**src/rtl/switch_debounce.sv**
```systemverilog
// switch_debounce: per-channel two-flop synchronizer, debounce filter and
// registered level, press, release and single-shot long-hold pulses.
module switch_debounce #(
    parameter int g_NUM_SW         = 4,
    parameter int g_DEBOUNCE_LIMIT = 250000,
    parameter int g_HOLD_LIMIT     = 25000000
) (
    input  logic                i_Clk,
    input  logic                i_Rst_L,
    input  logic [g_NUM_SW-1:0] i_Switch,
    output logic [g_NUM_SW-1:0] o_Switch,
    output logic [g_NUM_SW-1:0] o_Press,
    output logic [g_NUM_SW-1:0] o_Release,
    output logic [g_NUM_SW-1:0] o_Hold
);
    localparam int DW = $clog2(g_DEBOUNCE_LIMIT + 1);
    localparam int HW = $clog2(g_HOLD_LIMIT + 1);

    for (genvar n = 0; n < g_NUM_SW; n++) begin : g_ch
        logic          r_sync1, r_sync2, r_stable, r_press, r_release, r_hold, r_done;
        logic [DW-1:0] r_db_cnt;
        logic [HW-1:0] r_hold_cnt;
        logic          w_mismatch, w_accept, w_hold_fire;

        assign w_mismatch  = r_sync2 != r_stable;
        assign w_accept    = w_mismatch && (r_db_cnt == DW'(g_DEBOUNCE_LIMIT - 1));
        // The hold counter saturates at the limit once fired, so no auto-repeat.
        assign w_hold_fire = r_stable && !r_done && (r_hold_cnt == HW'(g_HOLD_LIMIT - 1));

        always_ff @(posedge i_Clk or negedge i_Rst_L) begin
            if (!i_Rst_L) begin
                r_sync1    <= 1'b0;
                r_sync2    <= 1'b0;
                r_stable   <= 1'b0;
                r_press    <= 1'b0;
                r_release  <= 1'b0;
                r_hold     <= 1'b0;
                r_done     <= 1'b0;
                r_db_cnt   <= '0;
                r_hold_cnt <= '0;
            end else begin
                r_sync1    <= i_Switch[n];
                r_sync2    <= r_sync1;
                r_db_cnt   <= (!w_mismatch || w_accept) ? '0 : r_db_cnt + 1'b1;
                r_stable   <= w_accept ? r_sync2 : r_stable;
                r_press    <= w_accept && r_sync2;
                r_release  <= w_accept && !r_sync2;
                r_hold_cnt <= !r_stable ? '0 : (r_done ? r_hold_cnt : r_hold_cnt + 1'b1);
                r_done     <= r_stable && (r_done || w_hold_fire);
                r_hold     <= w_hold_fire;
            end
        end

        assign o_Switch[n]  = r_stable;
        assign o_Press[n]   = r_press;
        assign o_Release[n] = r_release;
        assign o_Hold[n]    = r_hold;
    end
endmodule

```
**config.mk**
```make
export PLATFORM = sky130hd
export DESIGN_NAME = switch_debounce
export DESIGN_NICKNAME = d
export VERILOG_FILES = /design/src/rtl/switch_debounce.sv
export SDC_FILE = /design/constraint.sdc
export NUM_CORES = 1
export LEC_CHECK = 0
export CORE_MARGIN = 2
export CORE_UTILIZATION = 45
export DETAILED_ROUTE_END_ITERATION = 7
export HOLD_SLACK_MARGIN = 0.12
export PLACE_DENSITY = 0.64
export SYNTH_ARGS = -nofsm -noshare
export SYNTH_HDL_FRONTEND = slang
export SYNTH_SLANG_ARGS = --single-unit
```
**constraint.sdc**
```tcl
create_clock -name i_Clk -period 3.1 [get_ports i_Clk]
set_input_delay 0.31 -clock i_Clk [delete_from_list [all_inputs] [get_ports i_Clk]]
set_output_delay 0.31 -clock i_Clk [all_outputs]
set_load 0.01 [all_outputs]
```
Word-level counts from Yosys, hierarchy flattened
Index checks and enable logic that the tools add are counted.
- register bits after elaboration: 200
- input port bits: 6
- output and inout bits: 16
- word-level logic and storage cells: 116
- $add $sub $neg: 8
- equal/unequal tests: 16
- multiplexer cells: 12
- reductions and logical operators: 44
- operators with widths (cell ; count):
    $mux 25 ; 8
    $add 25x1->25 const B ; 4
    $eq 25x25->1 const B ; 4
    $add 18x1->18 const B ; 4
    $eq 18x18->1 const B ; 4
    $mux 18 ; 4
    $logic_and 1x1->1 ; 24
    $logic_not 1->1 ; 12
    $logic_or 1x1->1 ; 8
    $ne 2x2->1 const B ; 4
    $ne 1x1->1 ; 4

Depth between registers and ports, before layout
Gate-level depths: netlist (run 1).
- depth after elaboration: 5
- mapped depth: 7

Worst setup path after synthesis (run 1)
Ideal clock, no wire load.
- path type: reg2reg
- from: reg g_ch[2].r_done
- to: reg g_ch[2].r_hold_cnt[21]
- setup time: 78 ps
- arrival: 1889 ps
- data required time: 3022 ps
- slack: 1133 ps
- cell stages (with the launch flop): 6
- clock period less this slack: 1967 ps
- cells stage by stage: dfrtp_1 -> nand4b_4 -> or4_1 -> buf_2 -> or4_1 -> a21oi_1
- longest elaborated chain between the ends: 1
- ends and longest elaborated chain (element ; RTL line ; text):
    from (decl) ; 20 ; logic r_sync1, r_sync2, r_stable, r_press, r_release, r_hold, r_done;
    from (signal assigned) ; 49 ; r_done <= r_stable && (r_done || w_hold_fire);
    $ne 2x2->1 (no source line) ; n/a ;
    to (signal assigned) ; 48 ; r_hold_cnt <= !r_stable ? '0 : (r_done ? r_hold_cnt : r_hold_cnt + 1'b1);
    to (decl) ; 22 ; logic [HW-1:0] r_hold_cnt;
Every way passes these cells.
A chain may end at the register's enable or synchronous reset.

Final worst setup path (run 1)
- from: reg g_ch[3].r_done
- to: reg g_ch[3].r_hold_cnt[23]
- longest elaborated chain between the ends: 1
- ends and longest elaborated chain (element ; RTL line):
    from (decl) ; 20
    from (signal assigned) ; 49
    $ne 2x2->1 (no source line) ; n/a
    to (signal assigned) ; 48
    to (decl) ; 22
Every way passes these cells.

==> results of run 1 <==
==> report_power, final <==
part           internal [uW]  switching, uW
Clock                   1210           1030
Sequential              2630           16.9
Combinational           30.0           74.6
==> registers in the layout, indices dropped and copies added (netlist names) <==
signal,flops
g_ch.r_hold_cnt,100
g_ch.r_db_cnt,72
g_ch.r_done,4
g_ch.r_hold,4
g_ch.r_press,4
g_ch.r_release,4
g_ch.r_stable,4
g_ch.r_sync1,4
g_ch.r_sync2,4
==> final cells by class <==
class,count,area (sq um)
Clock buffer,17,425.4
Clock inverter,15,166.4
Fill cell,1977,10810
Inverter,19,71.32
Multi-Input combinational cell,737,4556
Sequential cell,200,5005
Tap cell,280,350.3
Timing Repair Buffer,31,304.0
==> repair_timing <==
action,CTS,global route
endpoints found under the setup margin,0,0
setup buffers,0,0
endpoints found under the hold margin,72,0
hold buffers,1,0
==> final timing paths <==
path                                  from                endpoint  slack, ns  depth (start not counted)
max                         g_ch[3].r_done  g_ch[3].r_hold_cnt[23]       0.91                          4
min                            i_Switch[3]         g_ch[3].r_sync1       0.30                          1
max reg2reg                 g_ch[3].r_done  g_ch[3].r_hold_cnt[23]       0.91                          4
min reg2reg                g_ch[3].r_sync1         g_ch[3].r_sync2       0.35                          0
max in group asynchronous          i_Rst_L    g_ch[1].r_db_cnt[15]       1.88                          3
min in group asynchronous          i_Rst_L     g_ch[2].r_db_cnt[9]       0.44                          2
==> placed cells by master, fill, tap and decap left out, types with 3 or more instances in the layout <==
| cell | instances |
|---|---|
| dfrtp_1 | 200 |
| nor2_1 | 105 |
| nand2_1 | 68 |
| a21oi_1 | 67 |
| nand3_1 | 60 |
| xnor2_1 | 49 |
| or4_1 | 42 |
| xor2_1 | 41 |
| nand4_1 | 38 |
| o21ai_0 | 37 |
| or3_1 | 34 |
| o31ai_1 | 29 |
| nor4_1 | 27 |
| and3_1 | 26 |
| nor3_1 | 21 |
| clkdlybuf4s50_1 | 20 |
| inv_1 | 17 |
| clkbuf_16 | 17 |
| and4_1 | 11 |
| mux2i_1 | 9 |
| ha_1 | 8 |
| buf_4 | 8 |
| nand4b_1 | 7 |
| nand2b_1 | 6 |
| and2_1 | 5 |
| nand3b_1 | 5 |
| nor2b_1 | 5 |
| nor3b_1 | 4 |
| mux2_2 | 4 |
| inv_6 | 4 |
| clkinvlp_4 | 4 |
| or2_2 | 3 |
| nand4b_4 | 3 |
==> critical path, delay by kind of cell, from the launching register on <==
family           cells  cell delay (ns)
AND/OR/NAND/NOR      3             1.48
flip-flops           1             0.45
AO/OA/AOI/OAI        1             0.16
==> cells by family after synthesis <==
group	after synthesis	share of synthesized area [%]
buffers and inverters	73	3.427
AO/OA/AOI/OAI	142	8.321
adder cells (fa/ha/maj)	8	1.012
flip-flops	200	50.58
XOR/XNOR	90	7.967
multiplexers	13	1.366
AND/OR/NAND/NOR	484	27.33
==> Yosys cell counts (2+ instances only) <==
cell | number | area share, %
and3_1 | 26 | 1.6
nor4_1 | 27 | 1.7
xor2_1 | 41 | 3.6
nand2b_1 | 6 | 0.38
nor3b_1 | 4 | 0.30
or3_1 | 34 | 2.1
and4b_1 | 2 | 0.20
xnor2_1 | 49 | 4.3
nor2_1 | 105 | 4.0
buf_2 | 4 | 0.20
nor3_1 | 21 | 1.1
nand2_1 | 68 | 2.6
mux2i_1 | 9 | 0.91
dfrtp_1 | 200 | 51
a21o_1 | 2 | 0.15
nand3b_1 | 5 | 0.38
ha_1 | 8 | 1.0
clkbuf_1 | 31 | 1.2
nand4b_4 | 3 | 0.72
o41ai_2 | 2 | 0.33
inv_1 | 17 | 0.64
nor2b_1 | 5 | 0.32
buf_4 | 16 | 1.2
buf_1 | 3 | 0.11
nand4_1 | 38 | 2.4
nand4b_1 | 7 | 0.62
or4_1 | 42 | 3.2
and2_1 | 5 | 0.32
and4_1 | 11 | 0.97
mux2_2 | 4 | 0.46
nand4bb_1 | 2 | 0.23
or3_2 | 2 | 0.15
nand3_1 | 60 | 3.0
a21oi_1 | 67 | 3.4
o21ai_0 | 37 | 1.9
or2_2 | 3 | 0.19
o31ai_1 | 30 | 2.3
==> metal layers <==
metal | share of wire (%) | vias up
li1 | - | 3640
met1 | 49 | 3612
met2 | 47 | 58
met3 | 2.2 | 18
met4 | 1.3 | 0
met5 | 0 | -
==> metrics by stage <==
| stage | hold WS [ns] | cell area, sq um | cells | total power, uW |
|---|---|---|---|---|
| after CTS | 0.2857 | 10880 | 1299 | 5062 |
| after floorplan | 0.01441 | 9894 | 1010 | 2722 |
| after global placement | 0.3347 | 10280 | 1266 | 2802 |
| after detailed placement | 0.3358 | 10280 | 1266 | 2803 |
| final | 0.3015 | 10880 | 1299 | 4986 |
| after global routing | 0.2916 | 10880 | 1299 | 5188 |
==> flow_metrics.env, run 1 <==
export IMPL_status="completed"
export IMPL_antenna_found_initial=0
export IMPL_port_buffers=21
export IMPL_clkTransAtPathRegs_ns=0.07
export IMPL_crit_path_max_fanout=15
export IMPL_maxSlewHeadroom_pct=49.65
export IMPL_cts_root_buf="clkbuf_16"
export IMPL_crit_chain="and4b_1 -> nand4_1 -> or4_1 -> a21oi_1"
export IMPL_setup_ws_ns=0.9081
export IMPL_grt_max_degree=77
export IMPL_die_w_microns=152.3
export IMPL_ys_ff_latch=200
export IMPL_crit_slowest_cell="or4_1"
export IMPL_insertion_delay_ns=0.44
export IMPL_synthArstFlopShare_pct=100.0
export IMPL_finalCoreUtilization_pct=50.16
export IMPL_fin_crit_ns=2.192
export IMPL_yosys_warnings=0
export IMPL_cts_tree="yes"
export IMPL_chipHeight_microns=152.3
export IMPL_critPathArrivalTime_ns=2.53
export IMPL_synth_edf_count=0
export IMPL_required_ns=3.44
export IMPL_syn_to_final_growth_pct=9.939
export IMPL_synthFlopType="dfrtp_1"
export IMPL_ant_nets=0
export IMPL_path_class="flop to flop"
export IMPL_setup_viol=0
export IMPL_finalHoldViolCount=0
export IMPL_htreeDepth=4
export IMPL_drt_iter0_markers=310
export IMPL_drt_pre_antenna_iters=4
export IMPL_power_per_cell_area_mw_per_mm2=458.4
export IMPL_cts_sinks=200
export IMPL_synth_avg_cell_area_sq_um=9.797
export IMPL_start_util_pct=45.62
export IMPL_met1_usage_pct=22.84
export IMPL_dieArea_sq_mm=0.02319
export IMPL_grt_pass1_vias=7077
export IMPL_worstMarginPinSlew_ns=0.7544
export IMPL_routed_wl_microns=18350
export IMPL_cts_buffers=17
export IMPL_rsz0062_at_grt="false"
export IMPL_post_dp_hpwl_microns=12260
export IMPL_synth_cell_type_count=51
export IMPL_syn_inst=1010
export IMPL_cts_resized=0
export IMPL_routabilityCongestion=0.7925
export IMPL_max_freq_mhz=456.2
export IMPL_diodes=0
export IMPL_row_count=54
export IMPL_p_leak_uw=0.004250
export IMPL_post_route_period_util_pct=70.71
export IMPL_max_cap_violations=0
export IMPL_drc=0
export IMPL_finalMaxSlewViolations=0
export IMPL_vias_per_cell=5.641
export IMPL_wl_per_cell_microns=14.12
export IMPL_fin_skew_ns=0.01076
export IMPL_cp_end_kind="flop"
export IMPL_slowest_delay_ns=0.64
export IMPL_place_ws_ns=0.9141
export IMPL_tns_ns=0
export IMPL_syn_nets=1024
export IMPL_grt_use_met3_pct=3.726
export IMPL_met2_usage_pct=26.75
export IMPL_grt_pass1_wl_microns=33020
export IMPL_coreArea_sq_mm=0.02169
export IMPL_peakVddDrop_mv=0.3137
export IMPL_vias=7328
export IMPL_critPathLaunchType="flop"
export IMPL_cts_buffer_depth=2
export IMPL_final_nets=1020
export IMPL_syn_area_sq_mm=0.009894
export IMPL_post_route_cells_drive_above_1_share_pct=6.183
export IMPL_grt_ovfl_total=0
export IMPL_grtUsageTotal_pct=16.70
export IMPL_grt_most_used_layer="met2"
export IMPL_boundaryPins=22
export IMPL_seq_area_frac_synth_pct=50.58
export IMPL_hp_class="input port to flop"
Power figures use the tool's default switching activity.
==> inputs of run 2 (changes only) <==
- clock period: 3.1 -> 2.22 ns (I/O delays scaled with it)
==> run 2 against run 1 <==
Sequential share of layout area is 0.55 points lower; critical path depth increased by 1; clock skew rose by 0.0065 ns.
==> flow_metrics.env, run 2 (synthesized netlist as in run 1, its figures left out) <==
export IMPL_path_class="flop to flop"
export IMPL_post_route_cells_drive_above_1_share_pct=7.454
export IMPL_cp_top_family="simple AND/OR/NAND/NOR gates"
export IMPL_tns_ns=0
export IMPL_grt_pass1_vias=7106
export IMPL_insertion_delay_ns=0.45
export IMPL_slowest_delay_ns=0.67
export IMPL_cts_buffer_depth=2
export IMPL_drt_iter0_markers=345
export IMPL_ant_nets=0
export IMPL_crit_chain="ha_1 -> nand3b_1 -> or4_1 -> or3_1 -> a21oi_1"
export IMPL_cts_root_buf="clkbuf_16"
export IMPL_routabilityCongestion=0.7891
export IMPL_swShare_pct=22.69
export IMPL_largestRegisters="g_ch.r_hold_cnt x100, g_ch.r_db_cnt x72"
export IMPL_boundaryPins=22
export IMPL_htreeDepth=4
export IMPL_crit_slowest_cell="or4_1"
export IMPL_finalMaxSlewViolations=0
export IMPL_port_buffers=21
export IMPL_clkTransAtPathRegs_ns=0.07
export IMPL_cts_sinks=200
export IMPL_antenna_found_initial=0
export IMPL_coreArea_sq_mm=0.02169
export IMPL_top_register="g_ch.r_hold_cnt"
export IMPL_routed_wl_microns=18580
export IMPL_crit_buf_inv=0
export IMPL_grt_ovfl_total=0
export IMPL_p_clk_share_pct=45.0
export IMPL_vias=7314
export IMPL_dp_cells=1281
export IMPL_hp_class="input port to flop"
export IMPL_maxSlewHeadroom_pct=62.27
export IMPL_fin_cells=1313
export IMPL_finalHoldViolCount=0
export IMPL_diodes=0
export IMPL_max_freq_mhz=486.2
export IMPL_row_count=54
export IMPL_final_nets=1035
export IMPL_post_route_period_util_pct=92.65
export IMPL_cts_resized=0
export IMPL_max_cap_violations=0
export IMPL_wl_per_cell_microns=14.15
export IMPL_largest_reg_flops=100
export IMPL_post_dp_hpwl_microns=12550
export IMPL_status="completed"
export IMPL_grt_max_degree=66
export IMPL_dieArea_sq_mm=0.02319
export IMPL_postCtsHoldBufs=1
export IMPL_p_total_uw=6984
export IMPL_die_w_microns=152.3
export IMPL_final_cell_mix="dfrtp_1, nor2_1, nand2_1"
export IMPL_syn_to_final_growth_pct=11.28
export IMPL_critPathLaunchType="flop"
export IMPL_critPathArrivalTime_ns=2.42
export IMPL_grt_pass1_wl_microns=33260
export IMPL_fin_crit_ns=2.057
export IMPL_peakVddDrop_mv=0.4194
export IMPL_cts_tree="yes"
export IMPL_post_cts_setup_buffers=0
export IMPL_chipHeight_microns=152.3
export IMPL_worstMarginPinSlew_ns=0.5659
export IMPL_setup_viol=0
export IMPL_p_switching_uw=1584
export IMPL_p_int_uw=5400
export IMPL_final_common_cell="dfrtp_1"
export IMPL_rsz0062_at_grt="false"
export IMPL_comb_power_share_pct=2.2
export IMPL_required_ns=2.59
export IMPL_cts_buffers=17
export IMPL_vias_per_cell=5.570
export IMPL_p_seq_share_pct=52.8
export IMPL_power_per_cell_area_mw_per_mm2=634.3
export IMPL_p_leak_uw=0.004329
export IMPL_setup_ws_ns=0.1631
export IMPL_start_util_pct=45.62
export IMPL_grtUsageTotal_pct=16.83
export IMPL_cp_end_kind="flop"
export IMPL_fin_skew_ns=0.01723
export IMPL_drc=0
export IMPL_crit_path_max_fanout=9
export IMPL_drt_pre_antenna_iters=5
export IMPL_place_ws_ns=0.1901
export IMPL_r2r_setup_slack_ns=0.16
export IMPL_fill_cells=1977
[run 2: cell count changes in the layout (fill, tap and decap cells not counted)]
| cell | delta |
|---|---|
| inv_8 | -1 |
| clkinv_2 | -1 |
| buf_4 | +13 |
| inv_6 | +2 |
| clkinvlp_4 | -2 |
| buf_12 | +2 |
| clkinv_4 | +1 |
[run 2: worst register-to-register path: stages, from the launching register on]
cell and delay [ns]:
dfrtp_1 0.43, ha_1 0.22, nand3b_1 0.12, or4_1 0.67, or3_1 0.40, a21oi_1 0.15
[run 2: cell type report]
class                   count  area [sq um]  share of cell area (%)
well taps                 280         350.3                   3.182
clock inverters            14         161.4                   1.466
multi-input cells         737          4556                   41.37
clock buffers              17         425.4                   3.864
repair buffers             46         441.7                   4.011
flip-flops and latches    200          5005                   45.45
inverters                  19         71.32                  0.6477
[run 2: path summary, 6_finish.rpt]
path	startpoint	to	depth (start not counted)
min	i_Switch[3]	g_ch[3].r_sync1	1
max in group asynchronous	i_Rst_L	g_ch[1].r_db_cnt[5]	3
max	g_ch[2].r_hold_cnt[0]	g_ch[2].r_hold_cnt[22]	5
min reg2reg	g_ch[3].r_sync1	g_ch[3].r_sync2	0
min in group asynchronous	i_Rst_L	g_ch[3].r_db_cnt[8]	2
max reg2reg	g_ch[2].r_hold_cnt[0]	g_ch[2].r_hold_cnt[22]	5
[run 2: metal layers]
layer  vias up  routed length (microns)  GRT usage, %
li1       3666                        -             -
met1      3568                     9145         22.81
met2        60                     8743         27.50
met3        20                      397         3.100
met4         0                      293         5.518
met5         -                        0             0
[run 2: metrics by stage]
step | area, sq um | utilization, % | hold slack, ns
4_1_cts | 11010 | 50.77 | 0.2059
6_report | 11010 | 50.77 | 0.2199
2_1_floorplan | 9894 | - | -0.07359
3_3_place_gp | 10410 | 48.02 | 0.2640
5_1_grt | 11010 | 50.77 | 0.2115
3_5_place_dp | 10410 | 48.02 | 0.2686
[run 2: power groups by stage]
stage | clock network [uW] | logic [uW] | registers, uW
CTS | 3240 | 165 | 3690
detailed placement | 0 | 163 | 3760
global route | 3380 | 184 | 3690
floorplan | 0 | 44.4 | 3760
global placement | 0 | 162 | 3760
finish | 3140 | 155 | 3690
